--- config.mk ---
export PLATFORM = sky130hd
export DESIGN_NAME = mux_nto1_rr
export DESIGN_NICKNAME = d
export VERILOG_FILES = /design/src/rtl/mux_nto1_rr.sv
export SDC_FILE = /design/constraint.sdc
export NUM_CORES = 1
export LEC_CHECK = 0
export BUFFER_PORTS_ARGS = -buffer_cell sky130_fd_sc_hd__clkbuf_2
export CAP_MARGIN = 40
export CORE_UTILIZATION = 35
export CTS_CLUSTER_DIAMETER = 40
export DETAILED_ROUTE_END_ITERATION = 6
export PLACE_DENSITY = 0.53
export SYNTH_ARGS = -nofsm -noshare
export SYNTH_HDL_FRONTEND = slang
export SYNTH_SLANG_ARGS = --single-unit
export TNS_END_PERCENT = 5
--- constraint.sdc ---
create_clock -name clk -period 5.8 [get_ports clk]
set_clock_uncertainty 0.15 [all_clocks]
set_input_delay 0.58 -clock clk [delete_from_list [all_inputs] [get_ports clk]]
set_output_delay 0.58 -clock clk [all_outputs]
set_load 0.01 [all_outputs]
--- src/rtl/mux_nto1_rr.sv ---
// mux_nto1_rr: N-channel, W-bit registered multiplexer with a valid/ready handshake on
// each channel. A one-entry output register feeds a single consumer through its own
// valid/ready handshake.
// Channel selection has two modes: direct (sel names the channel) and round-robin
// (fair scan of the valid channels).
//
// Ports:
//   clk        rising-edge clock
//   rst_n      async active-low reset
//   mode       0 = direct select, 1 = round-robin
//   sel        channel index, used in direct mode only
//   in_data    channel i occupies bits [i*DATA_W +: DATA_W]
//   in_valid   per-channel data valid
//   in_ready   per-channel accept, one-hot or zero
//   out_data   registered data from the granted channel
//   out_ch     channel index that out_data came from
//   out_valid  the output register holds data
//   out_ready  the consumer accepts out_data this cycle
//
// Output register states:
//   state    | meaning
//   ST_EMPTY | no entry held, out_valid=0
//   ST_FULL  | entry held, out_valid=1, waiting for out_ready
module mux_nto1_rr #(
  parameter  int NUM_CH = 8,
  parameter  int DATA_W = 8,
  localparam int SEL_W  = $clog2(NUM_CH)
) (
  input  logic                     clk,
  input  logic                     rst_n,
  input  logic                     mode,
  input  logic [SEL_W-1:0]         sel,
  input  logic [NUM_CH*DATA_W-1:0] in_data,
  input  logic [NUM_CH-1:0]        in_valid,
  output logic [NUM_CH-1:0]        in_ready,
  output logic [DATA_W-1:0]        out_data,
  output logic [SEL_W-1:0]         out_ch,
  output logic                     out_valid,
  input  logic                     out_ready
);

  typedef enum logic {ST_EMPTY = 1'b0, ST_FULL = 1'b1} state_t;

  state_t            r_state;
  state_t            w_state_nxt;
  logic [DATA_W-1:0] r_out_data;
  logic [SEL_W-1:0]  r_out_ch;
  logic [SEL_W-1:0]  r_rr_ptr;

  logic              w_load_en;
  logic              w_xfer;
  logic              w_gnt_valid;
  logic [SEL_W-1:0]  w_gnt_ch;
  logic [DATA_W-1:0] w_gnt_data;
  int                w_idx;

  assign w_load_en = (r_state == ST_EMPTY) | out_ready;
  // Gating with rst_n keeps in_ready low for the whole time reset is asserted,
  // not only once the registers have cleared.
  assign w_xfer    = w_load_en & w_gnt_valid & rst_n;

  // Grant. The direct-mode loop compares sel against each real channel index, so
  // a sel value past NUM_CH-1 matches nothing and never indexes outside in_valid.
  always_comb begin
    w_gnt_valid = 1'b0;
    w_gnt_ch    = '0;
    w_gnt_data  = '0;
    w_idx       = 0;
    if (!mode) begin
      for (int i = 0; i < NUM_CH; i++) begin
        if (sel == SEL_W'(i) && in_valid[i]) begin
          w_gnt_valid = 1'b1;
          w_gnt_ch    = SEL_W'(i);
          w_gnt_data  = in_data[i*DATA_W +: DATA_W];
        end
      end
    end else begin
      // Scan starts one past the last round-robin winner and wraps, so the most
      // recent winner has the lowest priority.
      for (int k = 1; k <= NUM_CH; k++) begin
        w_idx = (int'(r_rr_ptr) + k) % NUM_CH;
        if (!w_gnt_valid && in_valid[w_idx]) begin
          w_gnt_valid = 1'b1;
          w_gnt_ch    = SEL_W'(w_idx);
          w_gnt_data  = in_data[w_idx*DATA_W +: DATA_W];
        end
      end
    end
  end

  // FSM: state register
  always_ff @(posedge clk or negedge rst_n) begin
    if (!rst_n) r_state <= ST_EMPTY;
    else        r_state <= w_state_nxt;
  end

  // FSM: next state. A load slot with no grant empties the register.
  always_comb begin
    w_state_nxt = r_state;
    if (w_load_en) w_state_nxt = w_gnt_valid ? ST_FULL : ST_EMPTY;
  end

  // FSM: outputs
  always_comb begin
    in_ready  = '0;
    if (w_xfer) in_ready[w_gnt_ch] = 1'b1;
    out_valid = (r_state == ST_FULL);
  end

  // Datapath and round-robin pointer. A direct-mode transfer leaves the pointer
  // unchanged.
  always_ff @(posedge clk or negedge rst_n) begin
    if (!rst_n) begin
      r_out_data <= '0;
      r_out_ch   <= '0;
      r_rr_ptr   <= SEL_W'(NUM_CH - 1);
    end else if (w_xfer) begin
      r_out_data <= w_gnt_data;
      r_out_ch   <= w_gnt_ch;
      if (mode) r_rr_ptr <= w_gnt_ch;
    end
  end

  assign out_data = r_out_data;
  assign out_ch   = r_out_ch;

endmodule

==> results of run 1 <==
[routing by layer]
| metal | track usage (%) | share of wire [%] | vias up |
|---|---|---|---|
| li1 | - | - | 2233 |
| met1 | 32.5 | 40 | 2508 |
| met2 | 40.5 | 47 | 276 |
| met3 | 3.38 | 8.0 | 46 |
| met4 | 12.5 | 4.6 | 0 |
| met5 | 0 | 0 | - |
[per-stage QoR]
| stage | util (%) | hold WS (ns) | instance area [um2] | cells | total power, W |
|---|---|---|---|---|---|
| floorplan | - | 0.134 | 4970 | 500 | 0.00281 |
| global placement | 40.7 | 0.328 | 5650 | 745 | 0.00350 |
| detailed placement | 40.8 | 0.322 | 5660 | 746 | 0.00355 |
| CTS | 41.3 | 0.133 | 5740 | 750 | 0.00370 |
| global route | 41.3 | 0.147 | 5740 | 750 | 0.00400 |
| finish | 41.3 | 0.118 | 5740 | 750 | 0.00372 |
[cell usage in the layout, fill, tap and decap left out, types with 2 or more instances in the layout]
cell type | synthesis | layout
sky130_fd_sc_hd__a211oi_1 | 11 | 11
sky130_fd_sc_hd__a21oi_1 | 15 | 15
sky130_fd_sc_hd__a21oi_2 | 2 | 2
sky130_fd_sc_hd__a221oi_1 | 4 | 4
sky130_fd_sc_hd__a222oi_1 | 7 | 7
sky130_fd_sc_hd__a22o_1 | 3 | 3
sky130_fd_sc_hd__a22oi_1 | 13 | 13
sky130_fd_sc_hd__a2bb2oi_1 | 2 | 2
sky130_fd_sc_hd__a31o_2 | 2 | 2
sky130_fd_sc_hd__a31oi_1 | 8 | 8
sky130_fd_sc_hd__and3_1 | 4 | 4
sky130_fd_sc_hd__and4b_1 | 3 | 3
sky130_fd_sc_hd__buf_4 | 2 | 20
sky130_fd_sc_hd__clkbuf_16 | 0 | 3
sky130_fd_sc_hd__clkbuf_2 | 0 | 98
sky130_fd_sc_hd__dfrtp_1 | 12 | 12
sky130_fd_sc_hd__dfstp_2 | 3 | 2
sky130_fd_sc_hd__inv_1 | 5 | 5
sky130_fd_sc_hd__mux2_2 | 28 | 28
sky130_fd_sc_hd__mux2i_1 | 63 | 63
sky130_fd_sc_hd__mux4_2 | 75 | 75
sky130_fd_sc_hd__nand2_1 | 25 | 25
sky130_fd_sc_hd__nand2b_1 | 6 | 6
sky130_fd_sc_hd__nand3_1 | 18 | 18
sky130_fd_sc_hd__nand4_1 | 6 | 6
sky130_fd_sc_hd__nor2_1 | 34 | 34
sky130_fd_sc_hd__nor4_1 | 8 | 8
sky130_fd_sc_hd__nor4bb_4 | 0 | 2
sky130_fd_sc_hd__o211ai_1 | 3 | 3
sky130_fd_sc_hd__o21ai_0 | 25 | 25
sky130_fd_sc_hd__o221ai_1 | 2 | 2
sky130_fd_sc_hd__o22ai_1 | 12 | 12
sky130_fd_sc_hd__o31ai_1 | 3 | 3
sky130_fd_sc_hd__or3_1 | 5 | 5
sky130_fd_sc_hd__xnor2_1 | 4 | 3
sky130_fd_sc_hd__xor2_1 | 2 | 2
[flip-flops by register name, summed over array words and instances, names as in the netlist]
signal,cells
r_rr_ptr,3
out_data,8
out_valid,1
out_ch,3
[area by class of cell]
cell class	instances	area (um2)	area share (%)
multi-input cells	425	4370	76.1
repair buffers	119	652	11.4
flip-flops and latches	15	383	6.67
well taps	180	225	3.92
clock buffers	3	75.1	1.31
inverters	7	31.3	0.545
clock inverters	1	5.00	0.0872
[worst max-delay path, stage by stage (launching register included)]
cell	delay, ns
sky130_fd_sc_hd__dfstp_4	0.63
sky130_fd_sc_hd__buf_4	0.43
sky130_fd_sc_hd__mux2_2	0.43
sky130_fd_sc_hd__mux4_2	0.52
sky130_fd_sc_hd__a211o_1	0.34
sky130_fd_sc_hd__or3_1	0.61
sky130_fd_sc_hd__mux2i_4	0.29
sky130_fd_sc_hd__o31ai_4	0.08
sky130_fd_sc_hd__a22o_4	0.26
sky130_fd_sc_hd__nor4_4	0.28
sky130_fd_sc_hd__clkbuf_2	0.17
[cells by family (layout without fill, tap and decap cells)]
logic type | count (synthesis) | after routing | share of synthesized area [%]
XOR/XNOR | 6 | 6 | 1.06
flip-flops | 15 | 15 | 7.62
AO/OA/AOI/OAI | 123 | 123 | 17.6
adder cells (fa/ha/maj) | 2 | 2 | 0.503
buffers and inverters | 60 | 130 | 5.68
multiplexers | 168 | 168 | 53.7
AND/OR/NAND/NOR | 126 | 126 | 13.8
[power by group through the flow]
| stage | Clock (W) | Sequential (W) | Combinational, W |
|---|---|---|---|
| finish | 0.000137 | 0.000222 | 0.00336 |
| global route | 0.000147 | 0.000229 | 0.00362 |
| CTS | 0.000143 | 0.000222 | 0.00333 |
| detailed placement | 0 | 0.000224 | 0.00333 |
| global placement | 0 | 0.000224 | 0.00328 |
| floorplan | 0 | 0.000206 | 0.00261 |
[synthesized netlist by cell type (all sizes together), types with 4 or more instances]
| library cell | n | area share, % |
|---|---|---|
| nand2b | 7 | 1.0 |
| a22oi | 14 | 2.2 |
| nand3 | 19 | 2.0 |
| a211oi | 11 | 1.7 |
| a221oi | 4 | 0.70 |
| o31ai | 4 | 0.88 |
| a21oi | 17 | 1.9 |
| mux2i | 65 | 13 |
| dfrtp | 12 | 6.0 |
| nand4 | 7 | 1.0 |
| a31oi | 8 | 1.0 |
| o21ai | 25 | 2.5 |
| clkbuf | 23 | 1.7 |
| nor2 | 34 | 2.6 |
| a22o | 4 | 0.88 |
| mux4 | 75 | 34 |
| buf | 30 | 3.3 |
| a222oi | 7 | 1.4 |
| o22ai | 12 | 1.5 |
| or3 | 5 | 0.63 |
| mux2 | 28 | 6.3 |
| xnor2 | 4 | 0.70 |
| and3 | 4 | 0.50 |
| nand2 | 25 | 1.9 |
| nor4 | 9 | 1.4 |
| inv | 6 | 0.45 |
[final timing paths]
check | from | endpoint
worst min-delay path | rst_n | out_data[3]
worst min register to register | out_ch[0] | out_ch[0]
worst max-delay path | r_rr_ptr[0] | in_ready[3]
max in group asynchronous | rst_n | r_rr_ptr[1]
min in group clk | out_ch[0] | out_ch[0]
worst max register to register | r_rr_ptr[0] | out_data[3]
==> results by stage, run 1 <==
Logic synthesis:
- Counting flops with an async set or reset pin after synthesis yields a share of 100%.
- The number of enable-type register cells in the synthesized netlist is 0.
- The synthesized instance count is 500.
- The most used flip-flop cell after synthesis is sky130_fd_sc_hd__dfrtp_1.
- The unique cell type count in the Yosys netlist is 68.
- The sequential cell area fraction in the yosys report is 7.62%.
- The Yosys step of the flow raised 0 warnings.
- Dividing the synthesized area by the synthesized cell count gives between 9 and 10 um2.
- The net count after synthesis is 581.
- Counting flops and latches in the post-synthesis netlist gives 15.
- The synthesized area is 4970 um2.

Detailed routing:
- After the first detailed-routing iteration, the DRC count stood at 426.
- Wires add up to 18.1 mm.
- The detailed-routing iteration count for the pre-antenna-repair pass is 6.
- The routed layout has 5,063 vias.
- The post-detailed-route count of antenna-violating nets is 0.
- The average detailed-routed wire length per instance is 24.1 um.
- Using the TritonRoute via totals, the vias-per-cell ratio works out to 6.75.
- The remaining design rule violation count is 0.

Timing:
- The max-slew headroom at the worst pin is 48.3%.
- The worst path in the final design needs a cycle of ~5.0 ns, including I/O delays and setup.
- The number of max-slew violations in the final report is 0.
- Based on the critical path, the design can be clocked at up to around 0.2 GHz.
- At the pin with the least slew margin, the transition time is 0.775 ns.
- The portion of the clock cycle consumed by the worst path in the final layout is 86.9%.
- Setup violations remaining at the end of the flow were counted as 0.
- Setup slack on the critical path of the routed design comes to 0.762 ns.
- Setup repair after global routing left no endpoint under its margin.
- Adding up every negative setup slack in the final design gives 0 ns.
- The number of hold violations in the final report is 0.

Finish:
- From synthesis to final layout, the design area changed by 15.4%.
- Fill cells in the final layout number between 1,000 and 1,500.
- In the final layout, the share of cells above drive strength 1 is a little over two fifths.
- The repair_antennas step left the layout with diodes totalling 0.
- The final layout contains approximately 650 nets.

Power and ir drop:
- Registers are responsible for 6.0% of the overall power.
- The logic gate share of total power is 90.3%.
- The portion of total power attributed to the clock network is 3.7%.
- Net switching is 50.6% of the power.
- The internal portion of the total power is 0.00184 W.
- The static leakage power is 2.24 nW.
- IR analysis of the VDD net gives a maximum drop of 0.000373 V.
- The net load switching power is 0.00188 W.
- The power density relative to cell area is roughly 650 nW/um2.

Die:
- The number of top-level pins is 99.
- The floorplan die area is 14,700 um2.
- From left edge to right edge, the die measures ~120 um.
- The height of the die is 121 um.
- Row generation in the floorplan step produced 43 rows.
- The effective utilization at floorplan is 35.8%.
- The total area inside the core boundary comes to 13,900 um2.

Placement:
- Timing analysis after detailed placement gives a worst setup slack of 1.03 ns.
- At the end of routability-driven placement, the weighted congestion stood at 0.873.
- The wire-length estimate of the detail-placed layout is ~13 mm.
- The count of buffers inserted at the top-level ports is 98.

Flow run:
- Max-cap violations in this run came to 0.

Worst setup path:
- The required time at the worst-slack endpoint is 5.07 ns.
- The path type of the worst setup path is reg2out.
- Measured in cells, the most critical reg-to-reg path has a length of 9.
- The largest fanout of any net on the critical path is 33.
- The arrival time at the worst endpoint is 4.31 ns.
- The type of destination of the critical path is an output pin.
- STA classifies the critical path startpoint as a register.
- The reg-to-reg setup timing slack is ~1.8 ns.

Clock network:
- After clock tree synthesis, the clock-pin slew on the worst setup and hold paths is approximately 0.050 ns.
- The post-cts hold buffer count is 0.
- The maximum level of the CTS H-tree is 1.
- After clock tree synthesis, the setup repair step added 0 buffers.
- Buffers inserted during clock tree synthesis total 3.
- The later pin in the worst-skew pair is clocked with a latency of around 0.25 ns.
- The number of clock sinks is 15.
- CTS placed an instance of sky130_fd_sc_hd__clkbuf_16 at the clock tree root.
- TritonCTS built the clock tree.
- The buffer levels on the longest clock path is 2.
- In this run, post-CTS repair resized a total of 0 instances.

Worst hold path:
- The path class of the lowest-slack min-delay path is in2async.

Global routing:
- Entering global routing, the biggest net connects 44 pins.
- For this run, the total global-route usage over all layers was measured as 24.9%.
- Global routing finished with a remaining overflow of 0.
- The via count of the first global-routing pass was 5,105.
- The wire length of the first global-routing pass is about 28 mm.
- The number of antenna violations at the first check in global routing is 0.

Outcome:
- The flow ran to the end, and the final reports show no timing, DRC or antenna violations.
No activity file was read; power rests on OpenSTA's default activity.
==> run 2: changes to the inputs <==
--- a/config.mk
+++ b/config.mk
@@ -10,8 +10,8 @@
 export CORE_UTILIZATION = 35
 export CTS_CLUSTER_DIAMETER = 40
 export DETAILED_ROUTE_END_ITERATION = 6
-export PLACE_DENSITY = 0.53
+export MAX_ROUTING_LAYER = met4
+export PLACE_DENSITY = 0.55
 export SYNTH_ARGS = -nofsm -noshare
 export SYNTH_HDL_FRONTEND = slang
 export SYNTH_SLANG_ARGS = --single-unit
-export TNS_END_PERCENT = 5
==> constraint.sdc (replaced) <==
create_clock -name clk -period 4.4 [get_ports clk]
set_clock_uncertainty 0.15 [all_clocks]
set_input_delay 0.44 -clock clk [delete_from_list [all_inputs] [get_ports clk]]
set_output_delay 0.44 -clock clk [all_outputs]
set_load 0.01 [all_outputs]
==> results by stage, run 2 (synthesis gave the netlist of run 1 again) <==
Clock network:
- The buffer levels on the longest clock path is 2.
- The clock drives 15 sinks.
- The cell sitting at the root of the clock tree is a sky130_fd_sc_hd__clkbuf_16.
- The later pin in the worst-skew pair is clocked with a latency of approximately 0.25 ns.
- In this run the number of H-tree levels came out at 1.
- After clock tree synthesis, the clock-pin slew on the worst setup and hold paths is 0.05 ns.
- The clock buffer count from CTS is 3.
- The TritonCTS clock tree is done.

Global routing:
- The first global-routing pass estimated 27.3 mm of wire.
- The number of antenna violations at the first check in global routing is 0.
- The maximum number of pins on one net before global-route repair is 39.
- The sum of overflow across all layers after global routing is 0.
- The via count of the first global-routing pass is about 4,900.
- The global-route usage over all layers is 24.9%.

Timing:
- The number of max-slew violations in the final report is 0.
- The number of hold violations in the final report is 0.
- For the pin with the worst max-slew slack, the measured transition is 0.768 ns.
- Dividing the final minimum period by the clock period gives 97.1%.
- Based on the critical path, the design can be clocked at up to 0.234 GHz.
- The max-slew headroom at the worst pin is 48.8%.
- The final critical path time including I/O delays and setup is 4.27 ns.
- In the post-route analysis, the smallest setup slack over all paths is approximately 0.13 ns.
- The count of endpoints failing setup in the final report is 0.

Placement:
- The wire-length estimate of the detail-placed layout is 12.8 mm.
- The standard cell area after detailed placement is 5710 um2.
- The count of buffers inserted at the top-level ports is 98.
- The post-placement setup slack is 0.232 ns.
- The placer's final routability congestion estimate is 0.907.

Power and ir drop:
- The completed layout was analyzed and its total power is 0.00516 W.
- Across the VDD grid, the largest voltage drop is 0.000474 V.
- For this design the static power due to leakage is 2.36 nW.
- The power density relative to cell area is 865 nW/um2.

Finish:
- The area growth from synthesis to layout is 20.0%.
- The library cell used most frequently in the layout, excluding fill and tap cells, is sky130_fd_sc_hd__clkbuf_2.
- The register with the most flip-flops in the layout has 8 of them.
- In the final design database the tool counted 676 nets.
- The fraction of layout cells with a size suffix above 1 is 46.3%.
- In the layout the commonest cells are 97 x sky130_fd_sc_hd__clkbuf_2, 75 x sky130_fd_sc_hd__mux4_2, 63 x sky130_fd_sc_hd__mux2i_1, 39 x sky130_fd_sc_hd__buf_4, 34 x sky130_fd_sc_hd__nor2_1.
- The finished cells cover 5970 um2.
- The number of antenna diodes in the final layout is 0.
- The sequential cells in the finished layout cover a total of between 300 and 400 um2.
- Summing all multi-input logic gate instances after layout gives 4360 um2.
- The filler cell count is 1,354.

Detailed routing:
- The vias after detailed routing is 5,177.
- The ratio of routed vias to standard cells is 6.69.
- The post-detailed-route count of antenna-violating nets is 0.
- The pre-antenna-repair detailed-routing pass consisted of 7 iterations.
- The average detailed-routed wire length per instance is 22.9 um.
- In this run, the number of DRC markers left after iteration 0 of detailed routing was 448.
- After detailed routing, the number of remaining DRC violations is 5.
- Wires add up to between 15 and 20 mm.

Outcome:
- The final reports fail on DRC.
- The run finished, with violations left.

Worst setup path:
- The path type of the worst setup path is reg2out.
- In this run the worst path has a maximum fanout of 6.
- The arrival time at the worst endpoint is ~3.7 ns.
- The endpoint of the lowest-slack register-to-register path is out_data[0].
- In this run the register-to-register setup slack is 0.64 ns.
- The required time at the worst-slack endpoint is ~3.8 ns.
- The worst-case reg-to-reg path depth is 10.
- The critical register-to-register path startpoint is r_rr_ptr[1].
- The type of destination of the critical path is an output pin.
- The type of origin of the critical path is a register.

Die:
- Once the floorplan was initialized, standard cells occupied between 30% and 40% of the core.
- The number of rows in the core area is between 40 and 50.
- During I/O placement, the number of pins put on the boundary was 99.
- The floorplan die area is roughly 15,000 um2.
- The die is 121 um tall.
- The area of the core is 13,900 um2.
- The die is 121 um wide.

Worst hold path:
- The source of the worst hold timing path is out_ready.
- For hold timing, the worst endpoint is out_valid.
- The instance count along the most critical hold path is 3.
- The path class of the lowest-slack min-delay path is in2reg.

Flow run:
- The max-capacitance violation count is 0.
run 2: cell count changes in the layout (fill, tap and decap cells not counted), sizes merged:
cell,delta
dlygate4sd3,+1
clkinvlp,+1
buf,+23
clkinv,-1
run 2: area by class of cell:
class / instances / share of cell area [%]
inverter: 7 / 0.629
sequential: 15 / 6.42
clock buffer: 3 / 1.26
timing repair buffer: 143 / 14.8
multi-input combinational: 425 / 73.0
clock inverter: 1 / 0.0839
tap: 180 / 3.77
run 2: layer usage:
| layer | track usage, % | vias up | routed length (um) |
|---|---|---|---|
| met5 | - | - | 0 |
| met4 | 11.3 | 0 | 920 |
| met3 | 2.91 | 67 | 1480 |
| met2 | 39.6 | 288 | 8190 |
| met1 | 31.9 | 2551 | 7170 |
| li1 | - | 2271 | - |
run 2: worst max-delay path by stage:
stage | from | endpoint | slack [ns]
floorplan | r_rr_ptr[0] | in_ready[3] | 0.03
global placement | r_rr_ptr[0] | in_ready[3] | 0.31
detailed placement | r_rr_ptr[0] | in_ready[3] | 0.23
CTS | r_rr_ptr[1] | in_ready[3] | 0.06
global route | r_rr_ptr[1] | in_ready[3] | -0.01
finish | r_rr_ptr[1] | in_ready[3] | 0.13
run 2: through the flow:
stage | instances | hold WS (ns) | setup TNS, ns | utilization, %
global route | 774 | 0.334 | -0.0114 | 43.0
floorplan | 500 | -0.00559 | 0 | -
CTS | 763 | 0.317 | 0 | 42.1
detailed placement | 754 | 0.261 | 0 | 41.1
global placement | 753 | 0.241 | 0 | 41.1
finish | 774 | 0.310 | 0 | 43.0
run 2: worst max-delay path, stage by stage (launching register included):
cell and delay, ns:
sky130_fd_sc_hd__dfstp_2 0.60, sky130_fd_sc_hd__clkinvlp_4 0.18, sky130_fd_sc_hd__ha_4 0.34, sky130_fd_sc_hd__mux4_2 0.55
sky130_fd_sc_hd__a211o_1 0.28, sky130_fd_sc_hd__or4_4 0.61, sky130_fd_sc_hd__inv_8 0.09, sky130_fd_sc_hd__o31ai_4 0.08
sky130_fd_sc_hd__a22o_4 0.26, sky130_fd_sc_hd__nor4_4 0.26, sky130_fd_sc_hd__buf_2 0.17
run 2: power breakdown:
group          internal, W  total (W)  switching [W]  leakage (nW)
logic              0.00228    0.00468        0.00240          2.15
registers         0.000216   0.000300      0.0000832         0.170
clock network     0.000122   0.000186      0.0000638        0.0409
run 2: repair_timing:
item,in CTS,in global routing
gates resized for setup,0,5
buffers inserted,4,10
cloned,0,1
setup endpoints to repair,1,4
hold endpoints to repair,12,0
pin swaps,0,3
hold buffers,1,0
==> run 3: changes to the inputs <==
--- a/config.mk
+++ b/config.mk
@@ -7,11 +7,11 @@
 export LEC_CHECK = 0
 export BUFFER_PORTS_ARGS = -buffer_cell sky130_fd_sc_hd__clkbuf_2
 export CAP_MARGIN = 40
-export CORE_UTILIZATION = 35
+export CORE_UTILIZATION = 30
 export CTS_CLUSTER_DIAMETER = 40
 export DETAILED_ROUTE_END_ITERATION = 6
 export MAX_ROUTING_LAYER = met4
-export PLACE_DENSITY = 0.55
+export PLACE_DENSITY = 0.48
 export SYNTH_ARGS = -nofsm -noshare
 export SYNTH_HDL_FRONTEND = slang
 export SYNTH_SLANG_ARGS = --single-unit
==> constraint.sdc (replaced) <==
create_clock -name clk -period 4.4 [get_ports clk]
set_clock_uncertainty 0.15 [all_clocks]
set_input_delay 0.44 -clock clk [delete_from_list [all_inputs] [get_ports clk]]
set_output_delay 0.44 -clock clk [all_outputs]
set_load 0.1 [all_outputs]
==> results by stage, run 3 (synthesis gave the netlist of run 1 again) <==
Detailed routing:
- The routed layout has 5,100 vias.
- The average detailed-routed wire length per instance is 23.5 um.
- The first detailed-routing pass ran for 5 iterations.
- After detailed routing, the number of vias per cell comes to 6.33.
- Summed over all layers, the routed wires come to 18.9 mm.
- For this block, the initial DRC count from the detailed router was 404.
- The post-detailed-route count of antenna-violating nets is 0.
- For this run, design rule violations remaining after detail routing come to 0.

Die:
- For this design the top-level I/O count stands at 99.
- The die span in x is 131 um.
- The floorplan die area is 17,100 um2.
- The area of the core is 16,100 um2.
- Row generation in the floorplan step produced 46 rows.
- The initial utilization of the core area, before any placement, comes to a little under a third.
- Measured along the y axis, the die boundary spans 131 um.

Timing:
- The number of max-slew violations in the final report is 0.
- The count of endpoints failing setup in the final report is 0.
- In the final timing run, aggregate negative setup slack is 0 ns.
- Measured against its own limit, the worst slew margin works out to 54.5%.
- Setup repair after global routing left no endpoint under its margin.
- The peak clock frequency supported by timing is 0.236 GHz.
- The portion of the clock cycle consumed by the worst path in the final layout is 96.1%.
- The final critical path time including I/O delays and setup is 4.23 ns.
- Final hold analysis gives a worst-case slack of -0.0131 ns.
- The number of hold violations in the final report came to 12.
- The slew of the pin with the lowest slew margin is 0.679 ns.

Finish:
- At the end of the flow the core is filled with cells to between 30% and 40%.
- The non-filler instance count after layout is 806.
- The top cell types in the final layout, fill and taps aside, are 90 x sky130_fd_sc_hd__clkbuf_2, 75 x sky130_fd_sc_hd__mux4_2, 63 x sky130_fd_sc_hd__mux2i_1, 40 x sky130_fd_sc_hd__buf_4, 30 x sky130_fd_sc_hd__nor2_1.
- For this run, the post-layout net count is 672.
- The library cell used most frequently in the layout, excluding fill and tap cells, is sky130_fd_sc_hd__clkbuf_2.
- The repair_antennas step left the layout with diodes totalling 0.
- Cells with a size suffix above 1 make up between 40 and 50% of the layout.
- The number of flip-flops in the largest register is 8.
- From synthesis to final layout, the design area changed by 23.0%.

Clock network:
- The maximum level of the CTS H-tree is 1.
- The post-cts hold buffer count is 0.
- The number of clock buffers added by TritonCTS is 3.
- The clock tree root driver cell is sky130_fd_sc_hd__clkbuf_16.
- The later pin in the worst-skew pair is clocked with a latency of between 0.2 and 0.25 ns.
- Gates resized during post-CTS repair numbered 0.
- The buffer levels on the longest clock path is 2.
- The number of clock sinks is 15.
- TritonCTS built the clock tree.
- The register clock-pin slew on the reported worst setup and hold paths is roughly 0.05 ns.

Global routing:
- The sum of overflow across all layers after global routing is 0.
- Global routing used 29.3% of the available met1 tracks.
- The maximum number of pins on one net before global-route repair is 45.
- The met3 routing resource usage after global routing is 2.36%.
- The first global-routing pass estimated 28.8 mm of wire.
- The via count of the first global-routing pass is 4,959.
- The number of antenna violations at the first check in global routing is 0.
- The global-route usage over all layers is 22.8%.
- The layer carrying the most global-route usage is met2.
- The global-route track usage on met2 is 37.8%.

Power and ir drop:
- The cell-internal power is 0.00261 W.
- For this design the total switching power over the nets is 0.00302 W.
- The share of total power consumed by net switching is 53.6%.
- The portion of total power attributed to the clock network is 3.2%.
- The worst-case IR drop observed on VDD is roughly 0.00053 V.
- The portion of total power attributed to sequential cells is 5.5%.
- Power spread over the standard cell area amounts to 920 nW/um2.
- Combinational logic is responsible for 91.3% of the overall power.
- Summed over all cells, the static leakage comes to 2.36 nW.

Outcome:
- The run finished, with violations left.
- The final reports fail on hold timing.

Placement:
- In this run, placement finished with an instance count of 795.
- The count of buffers inserted at the top-level ports is a little under 100.
- Detailed placement finished with a half-perimeter wire length of 13.8 mm.
- At the end of routability-driven placement, the weighted congestion stood at 0.835.

Worst setup path:
- The type of origin of the critical path is a register.
- In this run the worst path has a maximum fanout of 9.
- The endpoint of the lowest-slack register-to-register path is out_data[0].
- The critical path in this run is classified as reg2out.
- The reg-to-reg setup timing slack is 0.58 ns.
- The startpoint identified for the worst register-to-register timing path is r_rr_ptr[0].
- The arrival time at the worst endpoint is 3.64 ns.
- The required time at the worst-slack endpoint is 3.81 ns.
- STA classifies the critical path endpoint as an output pin.
- The worst-case reg-to-reg path depth is 10.

Flow run:
- The max-capacitance violation count is 0.

Worst hold path:
- The tightest min-delay check is of the in2async type.
==> run 3: layer usage <==
layer	wire, um	up-vias	share of wire (%)
met5	0	-	0
met4	514	0	2.7
met3	1340	34	7.1
met2	9360	248	50
met1	7690	2540	41
li1	-	2278	-
==> run 3: repair_timing <==
action | in CTS | in global routing
endpoints found under the setup margin | 0 | 6
setup buffers | 0 | 7
hold endpoints to repair | 0 | 0
==> run 3: through the flow <==
stage | worst slack (ns) | cell area [um2] | total power, W | hold slack, ns
global route | 0.00360 | 6120 | 0.00598 | 0.0120
floorplan | -0.260 | 5110 | 0.00427 | -0.00559
finish | 0.170 | 6120 | 0.00563 | -0.0131
CTS | 0.0804 | 6060 | 0.00551 | 0.000615
global placement | 0.393 | 5980 | 0.00525 | 0.248
detailed placement | 0.358 | 5980 | 0.00532 | 0.261
==> run 3: layout make-up <==
class	count	area (um2)
inverters	7	38.8
multi-input cells	425	4420
repair buffers	139	931
clock buffers	4	78.8
flip-flops and latches	15	383
fillers	1587	9940
well taps	216	270
==> run 3: power by group through the flow <==
stage               Combinational, W  Clock (W)  Sequential (W)
finish                       0.00514   0.000180        0.000309
global route                 0.00546   0.000193        0.000322
CTS                          0.00500   0.000185        0.000334
detailed placement           0.00498          0        0.000336
global placement             0.00492          0        0.000333
floorplan                    0.00366          0        0.000610
==> run 3: worst max-delay path, cell delays in order, from the launching register on <==
cell and delay (ns):
sky130_fd_sc_hd__dfstp_4 0.71, sky130_fd_sc_hd__inv_8 0.04, sky130_fd_sc_hd__ha_4 0.34, sky130_fd_sc_hd__mux4_2 0.54, sky130_fd_sc_hd__a211o_1 0.30, sky130_fd_sc_hd__or4_4 0.52
sky130_fd_sc_hd__nand4_1 0.14, sky130_fd_sc_hd__nand3_2 0.18, sky130_fd_sc_hd__nor2_1 0.21, sky130_fd_sc_hd__and3_2 0.23, sky130_fd_sc_hd__buf_12 0.17
==> run 3: worst max path at each step <==
| stage | endpoint | cells after the start | slack, ns | start |
|---|---|---|---|---|
| after floorplan | in_ready[1] | 13 | -0.26 | r_rr_ptr[0] |
| after global placement | in_ready[1] | 11 | 0.39 | r_rr_ptr[0] |
| after detailed placement | in_ready[1] | 11 | 0.36 | r_rr_ptr[0] |
| after CTS | in_ready[1] | 11 | 0.08 | r_rr_ptr[0] |
| after global routing | in_ready[1] | 11 | 0.004 | r_rr_ptr[0] |
| final | in_ready[7] | 10 | 0.17 | r_rr_ptr[0] |
